==> src/rtl/muldiv_arbiter_if.sv <==
// ----------------------------------------------------------------------------
// muldiv_arbiter_if
// Bundles the requester-side and multiply/divide-unit-side signals of the
// muldiv_arbiter.
//   requester side : req_valid/req_ready/req_op/req_a/req_b (2 requesters)
//                    rsp_valid/rsp_ready/rsp_data
//   unit side      : md_valid/md_mode/md_in_A/md_in_B (to unit)
//                    md_ready/md_out (from unit)
// Modports:
//   master : the environment (requesters plus the iterative unit)
//   slave  : the arbiter itself
// ----------------------------------------------------------------------------
interface muldiv_arbiter_if;
    logic [1:0]  req_valid;
    logic [1:0]  req_ready;
    logic [5:0]  req_op;
    logic [63:0] req_a;
    logic [63:0] req_b;
    logic [1:0]  rsp_valid;
    logic [1:0]  rsp_ready;
    logic [31:0] rsp_data;
    logic        md_valid;
    logic        md_mode;
    logic [31:0] md_in_A;
    logic [31:0] md_in_B;
    logic        md_ready;
    logic [63:0] md_out;

    modport master (
        output req_valid, req_op, req_a, req_b, rsp_ready, md_ready, md_out,
        input  req_ready, rsp_valid, rsp_data, md_valid, md_mode, md_in_A, md_in_B
    );

    modport slave (
        input  req_valid, req_op, req_a, req_b, rsp_ready, md_ready, md_out,
        output req_ready, rsp_valid, rsp_data, md_valid, md_mode, md_in_A, md_in_B
    );
endinterface

==> src/rtl/muldiv_arbiter.sv <==
// ----------------------------------------------------------------------------
// muldiv_arbiter
// Shares one iterative 32-cycle multiply/divide unit between two requesters.
// Round-robin grant, operand magnitude conversion, start pulse to the unit,
// sign correction of the result and a valid/ready response. Divide-by-zero
// and signed overflow are answered directly without starting the unit.
// Ports:
//   clk   : clock
//   rst_n : synchronous active-low reset (shared with the unit)
//   flush : discard the in-flight op (level)
//   bus   : muldiv_arbiter_if.slave, requester and unit signals
// Every output is registered except bus.req_ready.
// ----------------------------------------------------------------------------
module muldiv_arbiter (
    input  logic                  clk,
    input  logic                  rst_n,
    input  logic                  flush,
    muldiv_arbiter_if.slave       bus
);
    typedef enum logic [2:0] {
        S_IDLE  = 3'd0,
        S_ISSUE = 3'd1,
        S_BUSY  = 3'd2,
        S_DONE  = 3'd3,
        S_DRAIN = 3'd4
    } state_t;

    localparam logic [2:0] OP_MUL    = 3'b000;
    localparam logic [2:0] OP_MULH   = 3'b001;
    localparam logic [2:0] OP_MULHSU = 3'b010;
    localparam logic [2:0] OP_DIV    = 3'b100;
    localparam logic [2:0] OP_REM    = 3'b110;

    // Two's-complement magnitude when the sign flag is set.
    function automatic logic [31:0] mag32(input logic sgn, input logic [31:0] x);
        return sgn ? (~x + 32'd1) : x;
    endfunction

    state_t      state_q;
    logic        last_q;
    logic        id_q;
    logic [2:0]  op_q;
    logic        sa_q;
    logic        sb_q;
    logic [1:0]  rsp_valid_q;
    logic [31:0] rsp_data_q;
    logic        md_valid_q;
    logic        md_mode_q;
    logic [31:0] md_in_a_q;
    logic [31:0] md_in_b_q;

    logic        grant_en_s;
    logic        grant_id_s;
    logic [1:0]  req_ready_s;
    logic [2:0]  sel_op_s;
    logic [31:0] sel_a_s;
    logic [31:0] sel_b_s;
    logic        sa_s;
    logic        sb_s;
    logic        special_s;
    logic [31:0] special_res_d;
    logic [63:0] prod_s;
    logic [31:0] busy_res_d;

    // Round-robin grant and selection of the granted requester's operands.
    always_comb begin
        grant_en_s = (state_q == S_IDLE) && !flush && (bus.req_valid != 2'b00);
        if (bus.req_valid == 2'b11) begin
            grant_id_s = ~last_q;
        end else begin
            grant_id_s = bus.req_valid[1];
        end
        if (grant_en_s) begin
            req_ready_s = {grant_id_s, ~grant_id_s};
        end else begin
            req_ready_s = 2'b00;
        end
        sel_op_s = grant_id_s ? bus.req_op[5:3] : bus.req_op[2:0];
        sel_a_s  = grant_id_s ? bus.req_a[63:32] : bus.req_a[31:0];
        sel_b_s  = grant_id_s ? bus.req_b[63:32] : bus.req_b[31:0];
    end

    // Sign flags: A is signed for MULH/MULHSU/DIV/REM, B for MULH/DIV/REM.
    always_comb begin
        sa_s = 1'b0;
        sb_s = 1'b0;
        case (sel_op_s)
            OP_MULH, OP_DIV, OP_REM: begin
                sa_s = sel_a_s[31];
                sb_s = sel_b_s[31];
            end
            OP_MULHSU: begin
                sa_s = sel_a_s[31];
            end
            default: begin
                sa_s = 1'b0;
                sb_s = 1'b0;
            end
        endcase
    end

    // Divide-by-zero and signed-overflow results resolved at grant time.
    always_comb begin
        special_s     = 1'b0;
        special_res_d = 32'd0;
        if (sel_op_s[2] && (sel_b_s == 32'd0)) begin
            special_s     = 1'b1;
            special_res_d = sel_op_s[1] ? sel_a_s : 32'hFFFF_FFFF;
        end else if (((sel_op_s == OP_DIV) || (sel_op_s == OP_REM)) &&
                     (sel_a_s == 32'h8000_0000) && (sel_b_s == 32'hFFFF_FFFF)) begin
            special_s     = 1'b1;
            special_res_d = sel_op_s[1] ? 32'd0 : 32'h8000_0000;
        end else begin
            special_s     = 1'b0;
            special_res_d = 32'd0;
        end
    end

    // Sign correction of the unit result. sb_q is zero for MULHSU and both
    // flags are zero for the unsigned ops, so sa^sb covers every multiply
    // and quotient case.
    always_comb begin
        prod_s     = (sa_q ^ sb_q) ? (~bus.md_out + 64'd1) : bus.md_out;
        busy_res_d = 32'd0;
        if (op_q[2]) begin
            if (op_q[1]) begin
                busy_res_d = mag32(sa_q, bus.md_out[63:32]);
            end else begin
                busy_res_d = mag32(sa_q ^ sb_q, bus.md_out[31:0]);
            end
        end else if (op_q == OP_MUL) begin
            busy_res_d = prod_s[31:0];
        end else begin
            busy_res_d = prod_s[63:32];
        end
    end

    // Control FSM with registered outputs.
    always_ff @(posedge clk) begin
        if (!rst_n) begin
            state_q     <= S_IDLE;
            last_q      <= 1'b1;
            id_q        <= 1'b0;
            op_q        <= 3'd0;
            sa_q        <= 1'b0;
            sb_q        <= 1'b0;
            rsp_valid_q <= 2'b00;
            rsp_data_q  <= 32'd0;
            md_valid_q  <= 1'b0;
            md_mode_q   <= 1'b0;
            md_in_a_q   <= 32'd0;
            md_in_b_q   <= 32'd0;
        end else begin
            case (state_q)
                S_IDLE: begin
                    if (grant_en_s) begin
                        id_q      <= grant_id_s;
                        op_q      <= sel_op_s;
                        sa_q      <= sa_s;
                        sb_q      <= sb_s;
                        md_mode_q <= sel_op_s[2];
                        md_in_a_q <= mag32(sa_s, sel_a_s);
                        md_in_b_q <= mag32(sb_s, sel_b_s);
                        if (special_s) begin
                            rsp_data_q  <= special_res_d;
                            rsp_valid_q <= {grant_id_s, ~grant_id_s};
                            state_q     <= S_DONE;
                        end else begin
                            md_valid_q <= 1'b1;
                            state_q    <= S_ISSUE;
                        end
                    end else begin
                        state_q <= S_IDLE;
                    end
                end
                S_ISSUE: begin
                    // The start pulse has gone out; a flush must still drain it.
                    md_valid_q <= 1'b0;
                    state_q    <= flush ? S_DRAIN : S_BUSY;
                end
                S_BUSY: begin
                    if (flush) begin
                        state_q <= bus.md_ready ? S_IDLE : S_DRAIN;
                    end else if (bus.md_ready) begin
                        rsp_data_q  <= busy_res_d;
                        rsp_valid_q <= {id_q, ~id_q};
                        state_q     <= S_DONE;
                    end else begin
                        state_q <= S_BUSY;
                    end
                end
                S_DONE: begin
                    if (flush) begin
                        rsp_valid_q <= 2'b00;
                        state_q     <= S_IDLE;
                    end else if (bus.rsp_ready[id_q]) begin
                        rsp_valid_q <= 2'b00;
                        last_q      <= id_q;
                        state_q     <= S_IDLE;
                    end else begin
                        state_q <= S_DONE;
                    end
                end
                S_DRAIN: begin
                    state_q <= bus.md_ready ? S_IDLE : S_DRAIN;
                end
                default: begin
                    rsp_valid_q <= 2'b00;
                    md_valid_q  <= 1'b0;
                    state_q     <= S_IDLE;
                end
            endcase
        end
    end

    assign bus.req_ready = req_ready_s;
    assign bus.rsp_valid = rsp_valid_q;
    assign bus.rsp_data  = rsp_data_q;
    assign bus.md_valid  = md_valid_q;
    assign bus.md_mode   = md_mode_q;
    assign bus.md_in_A   = md_in_a_q;
    assign bus.md_in_B   = md_in_b_q;
endmodule

==> src/flat_wrapper.sv <==
// flat-port wrapper written by rule: the top's interface ports become plain ports
module muldiv_arbiter_flat 
  (clk, rst_n, flush, bus_req_valid, bus_req_op, bus_req_a, bus_req_b, bus_rsp_ready, bus_md_ready, bus_md_out, bus_req_ready, bus_rsp_valid, bus_rsp_data, bus_md_valid, bus_md_mode, bus_md_in_A, bus_md_in_B);
  muldiv_arbiter_if bus_i ();
  input  logic clk;
  input  logic rst_n;
  input  logic flush;
  input wire logic [$bits(bus_i.req_valid)-1:0] bus_req_valid;
  input wire logic [$bits(bus_i.req_op)-1:0] bus_req_op;
  input wire logic [$bits(bus_i.req_a)-1:0] bus_req_a;
  input wire logic [$bits(bus_i.req_b)-1:0] bus_req_b;
  input wire logic [$bits(bus_i.rsp_ready)-1:0] bus_rsp_ready;
  input wire logic [$bits(bus_i.md_ready)-1:0] bus_md_ready;
  input wire logic [$bits(bus_i.md_out)-1:0] bus_md_out;
  output wire logic [$bits(bus_i.req_ready)-1:0] bus_req_ready;
  output wire logic [$bits(bus_i.rsp_valid)-1:0] bus_rsp_valid;
  output wire logic [$bits(bus_i.rsp_data)-1:0] bus_rsp_data;
  output wire logic [$bits(bus_i.md_valid)-1:0] bus_md_valid;
  output wire logic [$bits(bus_i.md_mode)-1:0] bus_md_mode;
  output wire logic [$bits(bus_i.md_in_A)-1:0] bus_md_in_A;
  output wire logic [$bits(bus_i.md_in_B)-1:0] bus_md_in_B;
  assign bus_i.req_valid = bus_req_valid;
  assign bus_i.req_op = bus_req_op;
  assign bus_i.req_a = bus_req_a;
  assign bus_i.req_b = bus_req_b;
  assign bus_i.rsp_ready = bus_rsp_ready;
  assign bus_i.md_ready = bus_md_ready;
  assign bus_i.md_out = bus_md_out;
  assign bus_req_ready = bus_i.req_ready;
  assign bus_rsp_valid = bus_i.rsp_valid;
  assign bus_rsp_data = bus_i.rsp_data;
  assign bus_md_valid = bus_i.md_valid;
  assign bus_md_mode = bus_i.md_mode;
  assign bus_md_in_A = bus_i.md_in_A;
  assign bus_md_in_B = bus_i.md_in_B;
  muldiv_arbiter u_core (.clk(clk), .rst_n(rst_n), .flush(flush), .bus(bus_i));
endmodule
==> config.mk <==
export PLATFORM = sky130hd
export DESIGN_NAME = muldiv_arbiter_flat
export DESIGN_NICKNAME = d
export VERILOG_FILES = /design/src/rtl/muldiv_arbiter_if.sv /design/src/rtl/muldiv_arbiter.sv /design/src/flat_wrapper.sv
export SDC_FILE = /design/constraint.sdc
export NUM_CORES = 1
export LEC_CHECK = 0
export ABC_AREA = 1
export CAP_MARGIN = 20
export CORE_ASPECT_RATIO = 2
export CORE_MARGIN = 2
export CORE_UTILIZATION = 52
export CTS_BUF_LIST = sky130_fd_sc_hd__clkbuf_4 sky130_fd_sc_hd__clkbuf_8
export DETAILED_ROUTE_END_ITERATION = 8
export PLACE_DENSITY_LB_ADDON = 0.1
export SETUP_SLACK_MARGIN = 0.2
export SLEW_MARGIN = 20
export SYNTH_ARGS = -nofsm -noshare
export SYNTH_HDL_FRONTEND = slang
export SYNTH_SLANG_ARGS = --single-unit
export TNS_END_PERCENT = 50
==> constraint.sdc <==
create_clock -name clk -period 3.9 [get_ports clk]
set_input_delay 0.78 -clock clk [delete_from_list [all_inputs] [get_ports clk]]
set_output_delay 0.78 -clock clk [all_outputs]
set_load 0.01 [all_outputs]
==> flow_summary_export.csv <==
group,metric,value,unit
cts,cts_setup_buffers,0,
sta,skew,0.0122,ns
logic_synthesis,synth_adder_area_share,0.413,%
logic_synthesis,syn-num-nets,2532,
power,power_frac_comb,51.0,%
min_path,hp-class,"reg -> reg",
critical_path,arrival,2.79,ns
routing,ant_nets,0,
die,die_area,0.0246,mm²
global_routing,antenna_found_initial,0,
critical_path,ff2ff_path_depth,9,
layout,antennaDiodeCount,0,
sta,max_slew.worst_pin.slew,1.12,ns
die,ios,308,
sta,min_period,3.57,ns
global_routing,grt_max_degree,93,
critical_path,worst_r2r_startpoint,"u_core.op_q[1]$_SDFFE_PN0P_",
power,netSwitchingFraction,43.1,%
cts,htree_levels,3,
critical_path,crit_fanout,13,
cts,cts_made_buffers,9,
logic_synthesis,synthSimpleGateAreaFrac,51.0,%
die,rows,79,
power,peakVddDrop,0.255,mV
logic_synthesis,synth_area,0.0121,mm²
layout,layout_common_cells,"nand2_1, nor2_1, clkdlybuf4s50_1",
logic_synthesis,netlist_instances,2322,
global_routing,grt_pass1_vias,14500,
cts,cts_tree,"yes",
job,drv_cap,0,
logic_synthesis,synthXorXnorAreaFrac,3.25,%
logic_synthesis,synth_cell_types,46,
logic_synthesis,synthFlopType,"dfxtp_1",
sta,hold_slack,0.476,ns
sta,fin_crit_sh,91.5,%
layout,stdcell_area,0.0158,mm²
die,fp.dieW,112,µm
global_routing,overflow,0,
power,p_int,0.00239,W
critical_path,cpPeakStageDelay,0.58,ns
cts,postCtsHoldBufs,0,
power,sequentialPowerShare,30.9,%
sta,fmax,280,MHz
critical_path,endpoint,"bus_req_ready[0]",
global_routing,grt_use_total,39.2,%
logic_synthesis,synth-compound-area-share,13.9,%
cts,clock_sinks,109,
power,powerDensity,266,mW/mm²
logic_synthesis,synthMuxAreaShare,0,%
routing,firstDrtPassIters,6,
sta,hold_violations,0,
power,p_clk_share,18.1,%
critical_path,rrSetupSlack,1.05,ns
logic_synthesis,synth_seq_cells,109,
cts,path_clk_slew,0.11,ns
logic_synthesis,async_flop_share,0,%
layout,final_core_util,68.4,%
critical_path,timing.rr.end,"u_core.bus.rsp_data[19]$_SDFFE_PN0P_",
routing,via_per_inst,5.57,
logic_synthesis,synth_top_family_by_area,"simple AND/OR/NAND/NOR gates",
critical_path,crit_slowest_cell,"clkdlybuf4s50_1",
routing,wl,49.9,mm
logic_synthesis,ys_seq_area_share,18.0,%
critical_path,cp-end-kind,"output port",
layout,layout_commonest_cell,"nand2_1",
logic_synthesis,synth_area_per_cell,5.22,µm²
cts,cts_resized,0,
logic_synthesis,synth_edf_count,0,
critical_path,crit_type,"in -> out",
global_routing,grt_pass1_wl,76.9,mm
sta,maxSlewHeadroom,25.5,%
sta,final_max_slew_viol_count,0,
layout,area_growth,30.1,%
cts,cts_root_buffer,"clkbuf_8",
routing,detail_route.iter0.violations,1873,
power,switchingPower,0.00181,W
sta,rsz0062_at_grt,"no",
cts,ctsLongestPathBuffers,2,
layout,fin_nets,2809,
critical_path,worst_ep_required_time,3.12,ns
logic_synthesis,yosys_warnings,0,
power,p_leak,7.70,nW
die,core-area,0.0230,mm²
sta,final.setup.tns,0,ns
die,die_h,220,µm
critical_path,crit_start,"bus_req_valid[1]",
placement,placedCellCount,2871,
outcome,status,"complete, no violations",
routing,vias,16100,
critical_path,critPathLaunchType,"input pin",
sta,report.final.setup_viol,0,
routing,wire_per_inst,17.3,µm
layout,finalNonFillerCells,2887,
placement,gp_congestion,1.07,
layout,drive_gt1_share,4.84,%
critical_path,crit_chain,"clkdlybuf4s50_1 > buf_4 > nor2_1 > nor3_4 > inv_1 > nor2_1 > clkdlybuf4s50_1",
placement,port_buffers,307,
placement,dp_hpwl,39.3,mm
layout,fillCellCount,2234,
routing,drc,0,
cts,insertion_delay,0.40,ns
die,initial_core_util,52.6,%
placement,placed_cell_area,0.0155,mm²
==> stage by stage <==
stage | setup slack, ns | total power [W]
floorplan | 0.983 | 0.00250
global route | 0.262 | 0.00443
CTS | 0.336 | 0.00414
finish | 0.331 | 0.00419
detailed placement | 0.168 | 0.00339
global placement | 0.220 | 0.00337
==> power groups by stage <==
stage                     clock, W  sequential, W  combinational, W
final                     0.000759        0.00129           0.00214
after detailed placement         0        0.00131           0.00208
after global routing      0.000801        0.00130           0.00233
after global placement           0        0.00132           0.00206
after CTS                 0.000763        0.00129           0.00209
after floorplan                  0        0.00134           0.00116
==> kinds of logic (layout without fill, tap and decap cells) <==
kind of cell	Yosys count	count (layout)
fa+ha+maj	4	4
buf+inv	395	677
flops	109	109
compound gates	297	297
simple gates	1472	1472
xor+xnor	45	45
==> final cells by class <==
class | count | area [µm²] | area share, %
clock inverter | 6 | 81.3 | 0.516
multi-input combinational | 1818 | 8320 | 52.8
sequential | 109 | 2180 | 13.8
clock buffer | 10 | 131 | 0.834
timing repair buffer | 368 | 3590 | 22.8
tap | 283 | 354 | 2.25
inverter | 293 | 1100 | 6.98
==> flip-flops by register name, indices dropped and copies added (netlist names) <==
name and cells:
u_core.last_q 1, u_core.sa_q 1, u_core.bus.rsp_data 32, u_core.bus.md_in_B 32, u_core.state_q 3, u_core.sb_q 1, u_core.op_q 3, u_core.bus.md_valid 1
u_core.id_q 1, u_core.bus.rsp_valid 2, u_core.bus.md_in_A 32
==> worst min path at each step <==
| stage | depth (start not counted) | slack (ns) | start | end |
|---|---|---|---|---|
| 4_1_cts | 2 | 0.48 | u_core.bus.md_valid$_SDFFE_PN0P_ | u_core.bus.md_valid$_SDFFE_PN0P_ |
| 5_1_grt | 2 | 0.50 | u_core.bus.md_valid$_SDFFE_PN0P_ | u_core.bus.md_valid$_SDFFE_PN0P_ |
| 3_3_place_gp | 2 | 0.46 | u_core.bus.md_valid$_SDFFE_PN0P_ | u_core.bus.md_valid$_SDFFE_PN0P_ |
| 2_1_floorplan | 2 | 0.48 | u_core.bus.md_valid$_SDFFE_PN0P_ | u_core.bus.md_valid$_SDFFE_PN0P_ |
| 6_report | 2 | 0.48 | u_core.bus.md_valid$_SDFFE_PN0P_ | u_core.bus.md_valid$_SDFFE_PN0P_ |
| 3_5_place_dp | 2 | 0.46 | u_core.bus.rsp_valid[1]$_SDFFE_PN0P_ | u_core.bus.rsp_valid[1]$_SDFFE_PN0P_ |
==> layer usage <==
| layer | wire [µm] | GRT usage, % | vias to the layer above |
|---|---|---|---|
| met5 | 0 | 0 | - |
| met4 | 2470 | 17.6 | 0 |
| met3 | 5760 | 7.26 | 160 |
| met2 | 21600 | 59.9 | 1008 |
| met1 | 20100 | 53.6 | 7013 |
| li1 | - | - | 7910 |
==> synth_stat cells, drive strengths merged, types with 7 or more instances <==
cell,instances,share of area [%]
buf,49,2.7
xor2,38,2.7
a21oi,77,3.3
nand3,239,10
o21ai,167,7.1
nor3,18,0.78
nand4,28,1.4
inv,291,9.0
xnor2,7,0.51
nand3b,31,1.9
o221ai,18,1.3
o211ai,22,1.4
nand2,794,25
nor2,350,11
clkbuf,53,1.6
dfxtp,109,18
==> critical path, delay by kind of cell <==
family	cells	cell delay [ns]
buffers and inverters	4	1.54
AND/OR/NAND/NOR	3	0.45
Note: power is estimated with default switching activity, not from simulation.
